[src/rtl/pwl_act_lut_pipe_if.sv]
// Stream and table-write bundle for the piecewise-linear activation unit.
interface pwl_act_lut_pipe_if #(
    parameter int DATA_W = 8,
    parameter int ADDR_W = 4,
    parameter int FRAC_W = 4
);
    logic                     in_valid;
    logic                     in_ready;
    logic [ADDR_W+FRAC_W-1:0] x;
    logic [1:0]               mode;
    logic                     out_valid;
    logic                     out_ready;
    logic signed [DATA_W-1:0] y;
    logic                     wr_en;
    logic [ADDR_W-1:0]        wr_addr;
    logic signed [DATA_W-1:0] wr_data;

    modport master (
        output in_valid, x, mode, out_ready,
        output wr_en, wr_addr, wr_data,
        input  in_ready, out_valid, y
    );

    modport slave (
        input  in_valid, x, mode, out_ready,
        input  wr_en, wr_addr, wr_data,
        output in_ready, out_valid, y
    );
endinterface

[src/rtl/pwl_act_lut_pipe.sv]
// Two-stage piecewise-linear activation: S1 table lookup, S2 interpolation.
module pwl_act_lut_pipe #(
    parameter int DATA_W = 8,
    parameter int ADDR_W = 4,
    parameter int FRAC_W = 4
) (
    input  logic              clk,
    input  logic              rst,
    pwl_act_lut_pipe_if.slave bus
);
    localparam int DEPTH = 2 ** ADDR_W;
    localparam int PW    = DATA_W + FRAC_W + 2;

    localparam logic [ADDR_W-1:0] LAST = ADDR_W'(DEPTH - 1);
    localparam logic [ADDR_W-1:0] HALF = ADDR_W'((DEPTH - 1) / 2);
    localparam logic [ADDR_W-1:0] ONE  = ADDR_W'(1);

    localparam logic [1:0] M_WRAP   = 2'd1;
    localparam logic [1:0] M_SIGNED = 2'd2;

    logic signed [DATA_W-1:0] tab_q [DEPTH];

    logic signed [DATA_W-1:0] base_q, base_d;
    logic signed [DATA_W-1:0] next_q, next_d;
    logic signed [DATA_W-1:0] y_q, y_d;
    logic [FRAC_W-1:0]        frac_q;
    logic                     v1_q;
    logic                     ov_q;

    logic                     en;
    logic                     accept;
    logic [ADDR_W-1:0]        idx;
    logic [ADDR_W-1:0]        nidx;

    logic signed [PW-1:0]     base_x;
    logic signed [PW-1:0]     next_x;
    logic signed [PW-1:0]     diff_x;
    logic signed [PW-1:0]     frac_x;
    logic signed [PW-1:0]     prod;

    assign idx    = bus.x[ADDR_W+FRAC_W-1:FRAC_W];
    assign en     = !ov_q || bus.out_ready;
    assign accept = bus.in_valid && en;

    assign bus.in_ready  = en;
    assign bus.out_valid = ov_q;
    assign bus.y         = y_q;

    always_comb begin
        nidx = idx + ONE;
        case (bus.mode)
            M_WRAP: begin
                nidx = idx + ONE;
            end
            // Top positive signed index holds; top raw index wraps to 0.
            M_SIGNED: begin
                if (idx == HALF) begin
                    nidx = idx;
                end else if (idx == LAST) begin
                    nidx = '0;
                end
            end
            default: begin
                if (idx == LAST) begin
                    nidx = LAST;
                end
            end
        endcase
    end

    assign base_d = tab_q[idx];
    assign next_d = tab_q[nidx];

    always_comb begin
        base_x = {{(PW-DATA_W){base_q[DATA_W-1]}}, base_q};
        next_x = {{(PW-DATA_W){next_q[DATA_W-1]}}, next_q};
        frac_x = {{(PW-FRAC_W){1'b0}}, frac_q};
        diff_x = next_x - base_x;
        prod   = diff_x * frac_x;
        // Result stays between base and next, so truncation is exact.
        y_d    = DATA_W'(base_x + (prod >>> FRAC_W));
    end

    always_ff @(posedge clk) begin
        if (!rst) begin
            for (int i = 0; i < DEPTH; i++) begin
                tab_q[i] <= DATA_W'(i) << (DATA_W - ADDR_W);
            end
        end else if (bus.wr_en) begin
            tab_q[bus.wr_addr] <= bus.wr_data;
        end
    end

    always_ff @(posedge clk) begin
        if (!rst) begin
            v1_q   <= 1'b0;
            ov_q   <= 1'b0;
            y_q    <= '0;
            base_q <= '0;
            next_q <= '0;
            frac_q <= '0;
        end else if (en) begin
            v1_q <= accept;
            if (accept) begin
                base_q <= base_d;
                next_q <= next_d;
                frac_q <= bus.x[FRAC_W-1:0];
            end
            ov_q <= v1_q;
            if (v1_q) begin
                y_q <= y_d;
            end
        end
    end
endmodule
[src/flat_wrapper.sv]
// flat-port wrapper written by rule: the top's interface ports become plain ports
module pwl_act_lut_pipe_flat 
#(
    parameter int DATA_W = 8,
    parameter int ADDR_W = 4,
    parameter int FRAC_W = 4
)
  (clk, rst, bus_in_valid, bus_x, bus_mode, bus_out_ready, bus_wr_en, bus_wr_addr, bus_wr_data, bus_in_ready, bus_out_valid, bus_y);
  pwl_act_lut_pipe_if #(.DATA_W(DATA_W), .ADDR_W(ADDR_W), .FRAC_W(FRAC_W)) bus_i ();
  input  logic clk;
  input  logic rst;
  input wire logic [$bits(bus_i.in_valid)-1:0] bus_in_valid;
  input wire logic [$bits(bus_i.x)-1:0] bus_x;
  input wire logic [$bits(bus_i.mode)-1:0] bus_mode;
  input wire logic [$bits(bus_i.out_ready)-1:0] bus_out_ready;
  input wire logic [$bits(bus_i.wr_en)-1:0] bus_wr_en;
  input wire logic [$bits(bus_i.wr_addr)-1:0] bus_wr_addr;
  input wire logic [$bits(bus_i.wr_data)-1:0] bus_wr_data;
  output wire logic [$bits(bus_i.in_ready)-1:0] bus_in_ready;
  output wire logic [$bits(bus_i.out_valid)-1:0] bus_out_valid;
  output wire logic [$bits(bus_i.y)-1:0] bus_y;
  assign bus_i.in_valid = bus_in_valid;
  assign bus_i.x = bus_x;
  assign bus_i.mode = bus_mode;
  assign bus_i.out_ready = bus_out_ready;
  assign bus_i.wr_en = bus_wr_en;
  assign bus_i.wr_addr = bus_wr_addr;
  assign bus_i.wr_data = bus_wr_data;
  assign bus_in_ready = bus_i.in_ready;
  assign bus_out_valid = bus_i.out_valid;
  assign bus_y = bus_i.y;
  pwl_act_lut_pipe #(.DATA_W(DATA_W), .ADDR_W(ADDR_W), .FRAC_W(FRAC_W)) u_core (.clk(clk), .rst(rst), .bus(bus_i));
endmodule
[config.mk]
export PLATFORM = sky130hd
export DESIGN_NAME = pwl_act_lut_pipe_flat
export DESIGN_NICKNAME = d
export VERILOG_FILES = /design/src/rtl/pwl_act_lut_pipe_if.sv /design/src/rtl/pwl_act_lut_pipe.sv /design/src/flat_wrapper.sv
export SDC_FILE = /design/constraint.sdc
export NUM_CORES = 1
export LEC_CHECK = 0
export CAP_MARGIN = 25
export CORE_MARGIN = 3
export CORE_UTILIZATION = 65
export CTS_CLUSTER_SIZE = 16
export DETAILED_ROUTE_END_ITERATION = 10
export GPL_ROUTABILITY_DRIVEN = 0
export GPL_TIMING_DRIVEN = 0
export PLACE_DENSITY = 0.87
export RECOVER_POWER = 50
export SYNTH_ARGS = -nofsm -noshare
export SYNTH_HDL_FRONTEND = slang
export SYNTH_SLANG_ARGS = --single-unit
export TNS_END_PERCENT = 5
[constraint.sdc]
create_clock -name clk -period 14.6 [get_ports clk]
set_clock_uncertainty 0.1 [all_clocks]
set_input_delay 2.19 -clock clk [delete_from_list [all_inputs] [get_ports clk]]
set_output_delay 2.19 -clock clk [all_outputs]
set_load 0.02 [all_outputs]
==> Word-level counts from Yosys, hierarchy flattened <==
Memories as Yosys holds them, arrays and structs flattened. A register that Yosys moved wholly into a read port is not among the register bits.
Index checks and enable logic that the tools add are counted.
{ "classes": {"add_sub_neg": 3, "n_mul": 1, "eq_ne": 4, "n_mux": 11, "n_reduce_logical": 8} }
{ "op_table": {"columns": ["op", "n"], "rows": [
  ["$mux W4", 4],
  ["$mul A14 B5 Y12", 1],
  ["$sub A8 B8 Y9", 1],
  ["$add A8 B8 Y8", 1],
  ["$mux W8", 1],
  ["$pmux W4 S2", 1],
  ["$reduce_or A8 Y1", 1],
  ["$mux W1", 5],
  ["$add A4 B1 Y4 const B", 1],
  ["$eq A4 B3 Y1 const B", 1],
  ["$eq A4 B4 Y1 const B", 1],
  ["$reduce_and A2 Y1", 2],
  ["$logic_not A1 Y1", 3],
  ["$eq A2 B1 Y1 const B", 1],
  ["$eq A2 B2 Y1 const B", 1],
  ["$logic_and A1 B1 Y1", 1],
  ["$logic_or A1 B1 Y1", 1]
]} }
{ "word_totals": {"regBits": 14, "mem_bits_rw": 128, "in_bits": 27, "output_inout_bits": 10, "word_cells": 32, "memories": 1} }
{ "mem_list": {"columns": ["name", "words", "word_bits", "read_ports", "rd_clocked_by_memory_dff", "write_ports", "line", "rtl"], "rows": [
  ["u_core.tab_q", 16, 8, 2, 2, 16, "pwl_act_lut_pipe.sv:21", "logic signed [DATA_W-1:0] tab_q [DEPTH];"]
]} }

==> Depth between registers and ports, before layout <==
Gate-level depths: netlist (run 1).
{ "logic_depth": {"ltp_word": 5, "depth_mapped": 28, "mapped_depth_nobuf": 28} }

==> Worst setup path after synthesis (run 1) <==
No wires, ideal clock.
{ "synth_timing": {"path_type": "reg2reg", "start": "reg u_core.base_q[1], read port of u_core.tab_q", "end": "reg u_core.y_q[7] (netlist: u_core.bus.y[7])", "setup_time_ns": 0.125, "arrival_time_ns": 5.315, "required_time_ns": 14.375, "slack_ns": 9.061, "path_stages_with_launch": 26, "n_path_buf": 0, "synth_period_minus_slack_ns": 5.539, "cell_sequence": "dfxtp_1 -> inv_1 -> ha_1 -> nor2b_1 -> o21ai_0 -> nand2_1 -> nor2_1 -> nor2_1 -> and2_1 -> ha_1 -> fa_1 -> inv_1 -> fa_1 -> inv_1 -> ha_1 -> nand4b_1 -> o211ai_2 -> nor4_2 -> or3_1 -> xnor2_1 -> ha_1 -> o41a_1 -> a221oi_1 -> o2bb2a_1 -> xnor2_1 -> a21oi_1"} }
{ "synth_via": {"elab_chain_cells": 3} }
{ "synth_rtl": {"columns": ["item", "line", "rtl"], "rows": [
  ["start, declared", "pwl_act_lut_pipe.sv:23", "logic signed [DATA_W-1:0] base_q, base_d;"],
  ["$sub A8 B8 Y9", "pwl_act_lut_pipe.sv:78", "diff_x = next_x - base_x;"],
  ["$mul A14 B5 Y12", "pwl_act_lut_pipe.sv:79", "prod = diff_x * frac_x;"],
  ["$add A8 B8 Y8 *", "pwl_act_lut_pipe.sv:81", "y_d = DATA_W'(base_x + (prod >>> FRAC_W));"],
  ["end signal, assigned", "pwl_act_lut_pipe.sv:111", "y_q <= y_d;"],
  ["end, declared", "pwl_act_lut_pipe.sv:25", "logic signed [DATA_W-1:0] y_q, y_d;"]
]} }
Mark *: on every way between the ends. The rest lies on a longest branch, timed or not.
A chain may end at the register's enable or synchronous reset.

==> Final worst setup path (run 1) <==
Ends and elaborated chain as after synthesis.

==> results of run 1 <==
-- worst max-delay path, delay by kind of cell (launching register included) --
family / cells / cell delay (ps)
fa+ha+maj: 6 / 2150
simple gates: 9 / 1530
compound gates: 8 / 1510
flops: 1 / 500
xor+xnor: 1 / 200
buf+inv: 3 / 180
-- report_power, final --
| part | switching, mW | internal (mW) | leakage, nW |
|---|---|---|---|
| sequential | 0.0198 | 0.517 | 1.48 |
| combinational | 0.211 | 0.145 | 2.41 |
| clock | 0.177 | 0.248 | 0.265 |
| total | 0.408 | 0.910 | 4.16 |
-- cells in the mapped netlist, types with 2 or more instances --
library cell and number:
edfxtp_1 128, and2_1 120, nand2_1 94, inv_1 46, a21oi_1 43, mux4_2 40, ha_1 37, nor2_1 36
a221oi_1 34, mux2i_1 33, dfxtp_1 30, or3_1 30, clkbuf_1 25, o21ai_0 20, fa_1 17, xnor2_1 14
a21boi_1 12, nand2b_1 12, nor2b_1 12, buf_2 11, nor3_1 10, o21ai_1 10, nor4_1 8, buf_1 7
buf_6 7, o21a_1 7, a21boi_0 6, buf_4 5, xor2_1 5, nor3b_1 4, a211oi_1 3, a21o_1 3
o21ai_2 3, nand3_1 2, nand4_1 2, nand4b_1 2
-- final timing paths --
kind / cells past startpoint / end / slack [ps] / from
worst min register to register: 2 / u_core.next_q[0]$_SDFFE_PN0P_ / 350 / u_core.next_q[0]$_SDFFE_PN0P_
worst min-delay path: 2 / u_core.next_q[0]$_SDFFE_PN0P_ / 350 / u_core.next_q[0]$_SDFFE_PN0P_
worst max-delay path: 27 / u_core.bus.y[7]$_SDFFE_PN0P_ / 8310 / u_core.base_q[1]$_SDFFE_PN0P_
worst max register to register: 27 / u_core.bus.y[7]$_SDFFE_PN0P_ / 8310 / u_core.base_q[1]$_SDFFE_PN0P_
-- layout make-up --
class                      instances  area share, %
buffer                            55          2.594
inverter                          46          1.537
clock buffer                      18          3.819
timing repair buffer              49          3.897
clock inverter                    14          1.125
multi-input combinational        643          45.43
sequential                       158          39.55
tap                              184          2.049
-- per-layer routing --
| layer | part of all wire, % | vias to the layer above |
|---|---|---|
| li1 | - | 3424 |
| met1 | 34 | 3653 |
| met2 | 47 | 571 |
| met3 | 11 | 171 |
| met4 | 7.9 | 0 |
| met5 | 0 | - |
-- cell usage in the layout, fill, tap and decap left out, types with 33 or more instances in the layout --
| master | instances |
|---|---|
| a221oi_1 | 34 |
| edfxtp_1 | 128 |
| nor2_1 | 36 |
| and2_0 | 74 |
| inv_1 | 46 |
| ha_1 | 37 |
| nand2_1 | 94 |
| mux2i_1 | 33 |
| and2_1 | 47 |
| mux4_2 | 40 |
| a21oi_1 | 43 |
-- logic make-up after synthesis --
group | Yosys count
AOI/OAI and AO/OA | 153
xor gates and xnor gates | 19
adders and majority gates | 54
buffers and inverters | 101
DFF | 158
muxes | 74
and+or+nand+nor | 343
-- registers in the layout (all words and copies together) (netlist names) --
register	flops
u_core.bus.out_valid	1
u_core.next_q	8
u_core.bus.y	8
u_core.tab_q	128
u_core.base_q	8
u_core.frac_q	4
u_core.v1_q	1
==> flow_metrics.py, run 1 <==
metrics = {
    "floorplanning": {
        "floorplan.rows": 44,
        "initial_core_util_pct": 67.62,
        "pin_count": 37,
        "dieArea_um2": 16930,
        "die_y_um": 130.1,
        "die_w_um": 130.1,
        "core_area_um2": 14810,
    },
    "clock_network": {
        "cts_root_buffer": "clkbuf_16",
        "path_clk_slew_ps": 60,
        "cts_tree": "built",
        "hold_buffers": 0,
        "clock_latency_ps": 430,
        "cts_inserted_buffers": 17,
        "post_cts_buffers": 0,
        "htreeDepth": 4,
        "cts_buffer_depth": 2,
        "cts.repair.resized": 0,
        "clkSinkCount": 158,
    },
    "timing": {
        "fin_crit_sh_pct": 43.08,
        "max_freq_mhz": 159.0,
        "rsz0062_at_grt": "false",
        "finalSetupViolCount": 0,
        "hold_viol": 0,
        "finalSetupTns_ps": 0,
        "fin_hold_ws_ps": 346.7,
        "maxSlewViolCount": 0,
        "period_needed_ps": 6290,
        "slew_headroom_pct": 23.17,
        "fin_ws_ps": 8311,
        "worstMarginPinSlew_ps": 1144,
    },
    "logic_synthesis": {
        "synthSimpleGateAreaFrac_pct": 18.54,
        "synth_mux_area_share_pct": 12.41,
        "synth.ff_latch_count": 158,
        "synth_compound_area_share_pct": 10.35,
        "synth_edf_count": 128,
        "yosys.cell_types.count": 60,
        "synthesis.nets": 983,
        "synth_top_cell_by_area": "edfxtp_1",
        "synth_xor_xnor_area_share_pct": 1.662,
        "synth_warnings": 0,
        "netlist_instances": 902,
        "syn_area_um2": 10010,
        "syn_avg_cell_area_um2": 11.10,
        "synth.top_cell.area_share_pct": 38.39,
        "ys.flop_type": "edfxtp_1",
        "yosys-top-cells-area": "edfxtp_1 38%, mux4_2 9.0%, and2_1 7.5%, dfxtp_1 6.0%, ha_1 4.6%",
        "synth-seq-area-share_pct": 44.38,
        "synth_top_family_by_area": "simple AND/OR/NAND/NOR gates",
        "synth_fa_ha_area_share_pct": 8.022,
        "async_reset_ff_share_pct": 0,
    },
    "route": {
        "firstDrtPassIters": 5,
        "finalWirelength_mm": 28.10,
        "num_vias": 7819,
        "viasPerCell": 6.700,
        "drc_errors": 0,
        "drtIter0Drc": 962,
        "wl_per_cell_um": 24.08,
        "ant_nets": 0,
    },
    "worst_setup_path": {
        "arrival_ps": 6500,
        "slowest_delay_ps": 550,
        "critical_path_class": "flip-flop to flip-flop",
        "critPathCaptureType": "flip-flop",
        "critPathRequiredTime_ps": 14810,
        "crit_path_start_kind": "flip-flop",
        "cpMaxStageDelayCell": "fa_1",
        "crit_fanout": 5,
        "path_common_cell": "ha_1",
    },
    "global_routing": {
        "antenna_found_initial": 0,
        "grt_pass1_wl_mm": 43.25,
        "top_usage_layer": "met2",
        "met1_usage_pct": 40.06,
        "met3_usage_pct": 9.537,
        "grt_overflow": 0,
        "grt_pass1_vias": 7964,
        "grt_max_degree": 17,
        "grt_use_total_pct": 34.59,
        "grt_use_met2_pct": 56.19,
    },
    "final_layout": {
        "drive_gt1_share_pct": 11.29,
        "multi_input_area_um2": 5105,
        "fill_cells": 928,
        "areaGrowthSynthToFinish_pct": 12.22,
        "seq_area_um2": 4444,
        "utilization_pct": 75.88,
        "nets": 1051,
        "final_area_um2": 11240,
        "n_antenna_cell": 0,
        "fin_cells": 1167,
    },
    "placement": {
        "dpl.cell_count": 1133,
        "place_ws_ps": 8358,
        "dpl.hpwl_mm": 20.44,
        "dpl_cell_area_um2": 10670,
        "io_buffers": 36,
    },
    "outcome": {
        "status": "complete, no violations",
    },
    "worst_hold_path": {
        "hp-class": "flip-flop to flip-flop",
    },
    "power_and_ir_drop": {
        "vdd_ir_drop_max_v": 0.0001005,
        "leakage_nw": 4.162,
        "total_power_mw": 1.318,
        "power_density_nw_per_um2": 117.3,
    },
    "job": {
        "drv_cap": 0,
    },
}
Power figures use the tool's default switching activity.
==> run 2, diff against run 1 <==
- CORE_UTILIZATION: 65 -> 56
- PLACE_DENSITY: 0.87 -> 0.8
- clock period: 14.6 -> 5.5 ns (I/O delays scaled with it)
==> flow_metrics.py, run 2 (synthesized netlist as in run 1, its figures left out) <==
metrics = {
    "final_layout": {
        "final_area_um2": 11820,
        "drive_gt1_share_pct": 18.20,
        "seq_area_um2": 4451,
        "fin_cells": 1225,
        "nets": 1069,
        "areaGrowthSynthToFinish_pct": 18.02,
        "final_cell_mix": "128 x edfxtp_1, 93 x nand2_1, 69 x and2_0",
        "largest_reg_flops": 128,
        "utilization_pct": 67.85,
        "layout_commonest_cell": "edfxtp_1",
        "multi_input_area_um2": 5413,
        "top_register": "u_core.tab_q",
        "n_antenna_cell": 0,
        "fill_cells": 1263,
    },
    "outcome": {
        "status": "finished, violations left",
        "violations": "negative setup slack",
    },
    "timing": {
        "fin_hold_ws_ps": 361.4,
        "finalSetupTns_ps": -141.7,
        "fin_crit_sh_pct": 102.6,
        "slew_headroom_pct": 31.37,
        "hold_viol": 0,
        "worstMarginPinSlew_ps": 1019,
        "period_needed_ps": 5642,
        "fin_ws_ps": -141.7,
        "max_freq_mhz": 177.3,
        "rsz0062_at_grt": "true",
        "maxSlewViolCount": 0,
        "finalSetupViolCount": 1,
    },
    "clock_network": {
        "htreeDepth": 4,
        "clock_latency_ps": 430,
        "cts_root_buffer": "clkbuf_16",
        "hold_buffers": 0,
        "clkSinkCount": 158,
        "cts_inserted_buffers": 17,
        "cts_tree": "built",
        "cts_buffer_depth": 2,
        "path_clk_slew_ps": 70,
    },
    "power_and_ir_drop": {
        "seqPwrFrac_pct": 37.2,
        "p_clk_share_pct": 33.7,
        "p_switching_mw": 1.159,
        "power_density_nw_per_um2": 325.5,
        "intPower_mw": 2.687,
        "leakage_nw": 4.345,
        "vdd_ir_drop_max_v": 0.0002315,
        "p_comb_share_pct": 29.1,
        "swShare_pct": 30.14,
    },
    "placement": {
        "io_buffers": 36,
        "dpl_cell_area_um2": 10700,
        "dpl.hpwl_mm": 20.51,
        "dpl.cell_count": 1172,
    },
    "route": {
        "finalWirelength_mm": 27.77,
        "firstDrtPassIters": 6,
        "ant_nets": 0,
        "wl_per_cell_um": 22.67,
        "drc_errors": 0,
        "num_vias": 7833,
        "viasPerCell": 6.394,
        "drtIter0Drc": 1015,
    },
    "floorplanning": {
        "pin_count": 37,
        "dieArea_um2": 19520,
        "floorplan.rows": 48,
        "die_y_um": 139.7,
        "core_area_um2": 17420,
        "initial_core_util_pct": 57.49,
        "die_w_um": 139.7,
    },
    "worst_hold_path": {
        "hp-class": "flip-flop to flip-flop",
    },
    "global_routing": {
        "grt_max_degree": 17,
        "grt_overflow": 0,
        "grt_pass1_wl_mm": 43.29,
        "antenna_found_initial": 0,
        "grt_use_total_pct": 28.80,
        "grt_pass1_vias": 7657,
    },
    "worst_setup_path": {
        "critical_path_class": "flip-flop to flip-flop",
        "critPathCaptureType": "flip-flop",
        "crit_path_start_kind": "flip-flop",
        "arrival_ps": 5900,
        "critPathRequiredTime_ps": 5760,
        "crit_fanout": 4,
    },
    "job": {
        "drv_cap": 0,
    },
}
-- run 2: routing by layer --
| metal | global-route usage, % | wire length, um | vias up | part of all wire, % |
|---|---|---|---|---|
| li1 | - | - | 3455 | - |
| met1 | 37.69 | 10430 | 3717 | 38 |
| met2 | 45.30 | 12990 | 546 | 47 |
| met3 | 5.876 | 2772 | 115 | 10 |
| met4 | 15.66 | 1573 | 0 | 5.7 |
| met5 | 0 | 0 | - | 0 |
-- run 2: what timing repair did --
action	in CTS	in global routing
pin swaps	33	35
buffers inserted	9	9
setup endpoints to repair	3	5
hold endpoints to repair	0	0
gates resized for setup	35	26
-- run 2: metrics by stage --
stage | total power, mW | setup slack [ps]
6_report | 3.846 | -141.7
5_1_grt | 3.994 | -367.1
4_1_cts | 3.712 | -268.2
3_5_place_dp | 2.355 | -610.7
3_3_place_gp | 2.327 | -499.9
2_1_floorplan | 2.085 | 23.35
-- run 2: path summary, 6_finish.rpt --
path	from	end	slack (ps)	cells after the start
max	u_core.next_q[0]$_SDFFE_PN0P_	u_core.bus.y[7]$_SDFFE_PN0P_	-140	25
min	u_core.next_q[7]$_SDFFE_PN0P_	u_core.next_q[7]$_SDFFE_PN0P_	360	2
max reg2reg	u_core.next_q[0]$_SDFFE_PN0P_	u_core.bus.y[7]$_SDFFE_PN0P_	-140	25
min reg2reg	u_core.next_q[7]$_SDFFE_PN0P_	u_core.next_q[7]$_SDFFE_PN0P_	360	2
-- run 2: power groups by stage --
stage	combinational [mW]	clock (mW)	sequential, mW
after floorplan	0.648	0	1.44
after global placement	0.880	0	1.45
after detailed placement	0.904	0	1.45
after CTS	0.996	1.29	1.43
after global routing	1.21	1.35	1.43
final	1.12	1.30	1.43
-- run 2: critical path, stage by stage (launching register included) --
cell and delay (ps):
dfxtp_2 340, inv_2 40, ha_4 150, fa_2 390, xnor2_4 210, buf_6 120
and2_4 140, ha_4 200, fa_1 480, inv_1 50, fa_1 490, inv_2 50
ha_4 270, nand4b_1 110, o211ai_2 290, buf_4 170, o21a_1 140, nor2_1 80
ha_1 370, o21ai_2 150, nor2_2 60, o41a_1 400, a221oi_2 260, o2bb2a_4 190
xnor2_2 140, a21oi_1 160
-- run 2: layout make-up --
type / count / share of cell area, %
multi-input combinational: 643 / 45.80
clock inverter: 13 / 1.810
buffer: 55 / 2.467
inverter: 46 / 1.461
tap: 225 / 2.382
timing repair buffer: 67 / 4.786
sequential: 158 / 37.66
clock buffer: 18 / 3.632
==> run 3, diff against run 2 <==
- CAP_MARGIN: 25 -> 30
- GPL_ROUTABILITY_DRIVEN: 0 -> default
==> flow_metrics.py, run 3 (synthesized netlist as in run 1, its figures left out) <==
metrics = {
    "placement": {
        "io_buffers": 36,
        "place.gp.congestion": 0.9893,
        "dpl.hpwl_mm": 20.93,
    },
    "timing": {
        "slew_headroom_pct": 29.81,
        "max_freq_mhz": 176.4,
        "worstMarginPinSlew_ps": 1045,
        "maxSlewViolCount": 0,
        "finalSetupViolCount": 2,
        "fin_crit_sh_pct": 103.1,
        "finalSetupTns_ps": -208.1,
        "rsz0062_at_grt": "true",
        "period_needed_ps": 5669,
        "hold_viol": 0,
        "fin_ws_ps": -169.2,
    },
    "clock_network": {
        "hold_buffers": 0,
        "path_clk_slew_ps": 60,
        "cts_root_buffer": "clkbuf_16",
        "cts_tree": "built",
        "clock_latency_ps": 440,
        "cts_buffer_depth": 2,
        "cts_inserted_buffers": 17,
        "clkSinkCount": 158,
        "htreeDepth": 4,
    },
    "power_and_ir_drop": {
        "power_density_nw_per_um2": 316.1,
        "leakage_nw": 4.387,
        "vdd_ir_drop_max_v": 0.0001919,
    },
    "route": {
        "wl_per_cell_um": 23.68,
        "drtIter0Drc": 887,
        "firstDrtPassIters": 6,
        "ant_nets": 0,
        "viasPerCell": 6.300,
        "finalWirelength_mm": 29.32,
        "num_vias": 7800,
        "drc_errors": 0,
    },
    "worst_hold_path": {
        "hold_path_depth": 2,
        "hold_end": "u_core.next_q[0]$_SDFFE_PN0P_",
        "hp-start": "u_core.next_q[0]$_SDFFE_PN0P_",
        "hp-class": "flip-flop to flip-flop",
    },
    "final_layout": {
        "top_register": "u_core.tab_q",
        "layout_commonest_cell": "edfxtp_1",
        "fill_cells": 1232,
        "multi_input_area_um2": 5488,
        "nets": 1082,
        "areaGrowthSynthToFinish_pct": 19.04,
        "drive_gt1_share_pct": 20.53,
        "n_antenna_cell": 0,
        "largest_reg_flops": 128,
        "final_cell_mix": "128 x edfxtp_1, 94 x nand2_1, 62 x and2_0",
        "seq_area_um2": 4456,
        "utilization_pct": 68.44,
    },
    "global_routing": {
        "grt_max_degree": 17,
        "grt_overflow": 0,
        "grt_use_total_pct": 29.88,
        "grt_pass1_wl_mm": 44.62,
        "grt_pass1_vias": 7772,
        "antenna_found_initial": 0,
    },
    "worst_setup_path": {
        "rr_worst_depth": 23,
        "timing.rr.end": "u_core.bus.y[7]$_SDFFE_PN0P_",
        "crit_path_start_kind": "flip-flop",
        "critical_path_class": "flip-flop to flip-flop",
        "r2r_start": "u_core.base_q[0]$_SDFFE_PN0P_",
        "rrSetupSlack_ps": -170,
        "arrival_ps": 5940,
        "critPathCaptureType": "flip-flop",
        "critPathRequiredTime_ps": 5770,
        "crit_fanout": 4,
    },
    "floorplanning": {
        "initial_core_util_pct": 57.49,
        "die_y_um": 139.7,
        "core_area_um2": 17420,
        "die_w_um": 139.7,
        "pin_count": 37,
        "dieArea_um2": 19520,
        "floorplan.rows": 48,
    },
    "job": {
        "drv_cap": 0,
    },
    "outcome": {
        "violations": "negative setup slack",
        "status": "finished, violations left",
    },
}
## run 3: layout make-up
class / count / area share (%)
clock inverter: 12 / 1.029
tap: 225 / 2.362
clock buffer: 19 / 3.632
timing repair buffer: 80 / 5.647
buffer: 55 / 2.446
multi-input combinational: 643 / 46.04
sequential: 158 / 37.38
inverter: 46 / 1.470
## run 3: worst max-delay path by stage
stage | startpoint | endpoint | slack, ps | cells after the start
final | u_core.base_q[0]$_SDFFE_PN0P_ | u_core.bus.y[7]$_SDFFE_PN0P_ | -170 | 23
after global routing | u_core.next_q[0]$_SDFFE_PN0P_ | u_core.bus.y[7]$_SDFFE_PN0P_ | -440 | 27
after CTS | u_core.base_q[0]$_SDFFE_PN0P_ | u_core.bus.y[7]$_SDFFE_PN0P_ | -130 | 24
after detailed placement | u_core.base_q[1]$_SDFFE_PN0P_ | u_core.bus.y[7]$_SDFFE_PN0P_ | -590 | 25
after global placement | u_core.base_q[1]$_SDFFE_PN0P_ | u_core.bus.y[7]$_SDFFE_PN0P_ | -470 | 25
after floorplan | u_core.base_q[1]$_SDFFE_PN0P_ | u_core.bus.y[7]$_SDFFE_PN0P_ | 20 | 25
## run 3: timing repair
action / in CTS / in global routing
setup endpoints to repair: 3 / 4
resized for setup: 43 / 40
setup buffers: 20 / 12
pin swaps: 43 / 44
## run 3: report_power, final
group	internal (mW)	total [mW]	switching [mW]	leakage, nW
combinational	0.556	1.21	0.654	2.64
clock	0.659	1.13	0.468	0.262
sequential	1.37	1.43	0.0571	1.49
## run 3: routing by layer
| layer | vias up | track usage [%] | part of all wire [%] |
|---|---|---|---|
| met5 | - | 0 | 0 |
| met4 | 0 | 16.06 | 6.3 |
| met3 | 113 | 5.292 | 8.4 |
| met2 | 455 | 49.51 | 48 |
| met1 | 3750 | 37.43 | 37 |
| li1 | 3482 | - | - |
## run 3: metrics by stage
| step | hold WS (ps) | total power [mW] | std cells | instance area (um2) | worst slack (ps) |
|---|---|---|---|---|---|
| 2_1_floorplan | 329.5 | 2.085 | 902 | 10010 | 23.35 |
| 3_3_place_gp | 338.7 | 2.338 | 1163 | 10660 | -474.2 |
| 3_5_place_dp | 342.8 | 2.364 | 1174 | 10720 | -586.9 |
| 4_1_cts | 354.7 | 3.614 | 1225 | 11650 | -134.9 |
| 5_1_grt | 387.0 | 3.916 | 1238 | 11920 | -440.3 |
| 6_report | 354.6 | 3.768 | 1238 | 11920 | -169.2 |
## run 3: critical path, stage by stage, from the launching register on
cell,delay [ps]
dfxtp_4,360
ha_4,160
fa_2,370
buf_6,140
xnor2_4,190
and2_4,180
ha_4,200
fa_1,530
inv_2,50
fa_1,520
inv_2,60
ha_4,210
buf_4,130
nand3_1,110
o211ai_4,130
a21oi_1,330
ha_1,320
a211oi_1,300
nor2_2,90
o41a_1,360
a221oi_2,260
o2bb2a_4,190
xnor2_2,130
a21oi_1,150
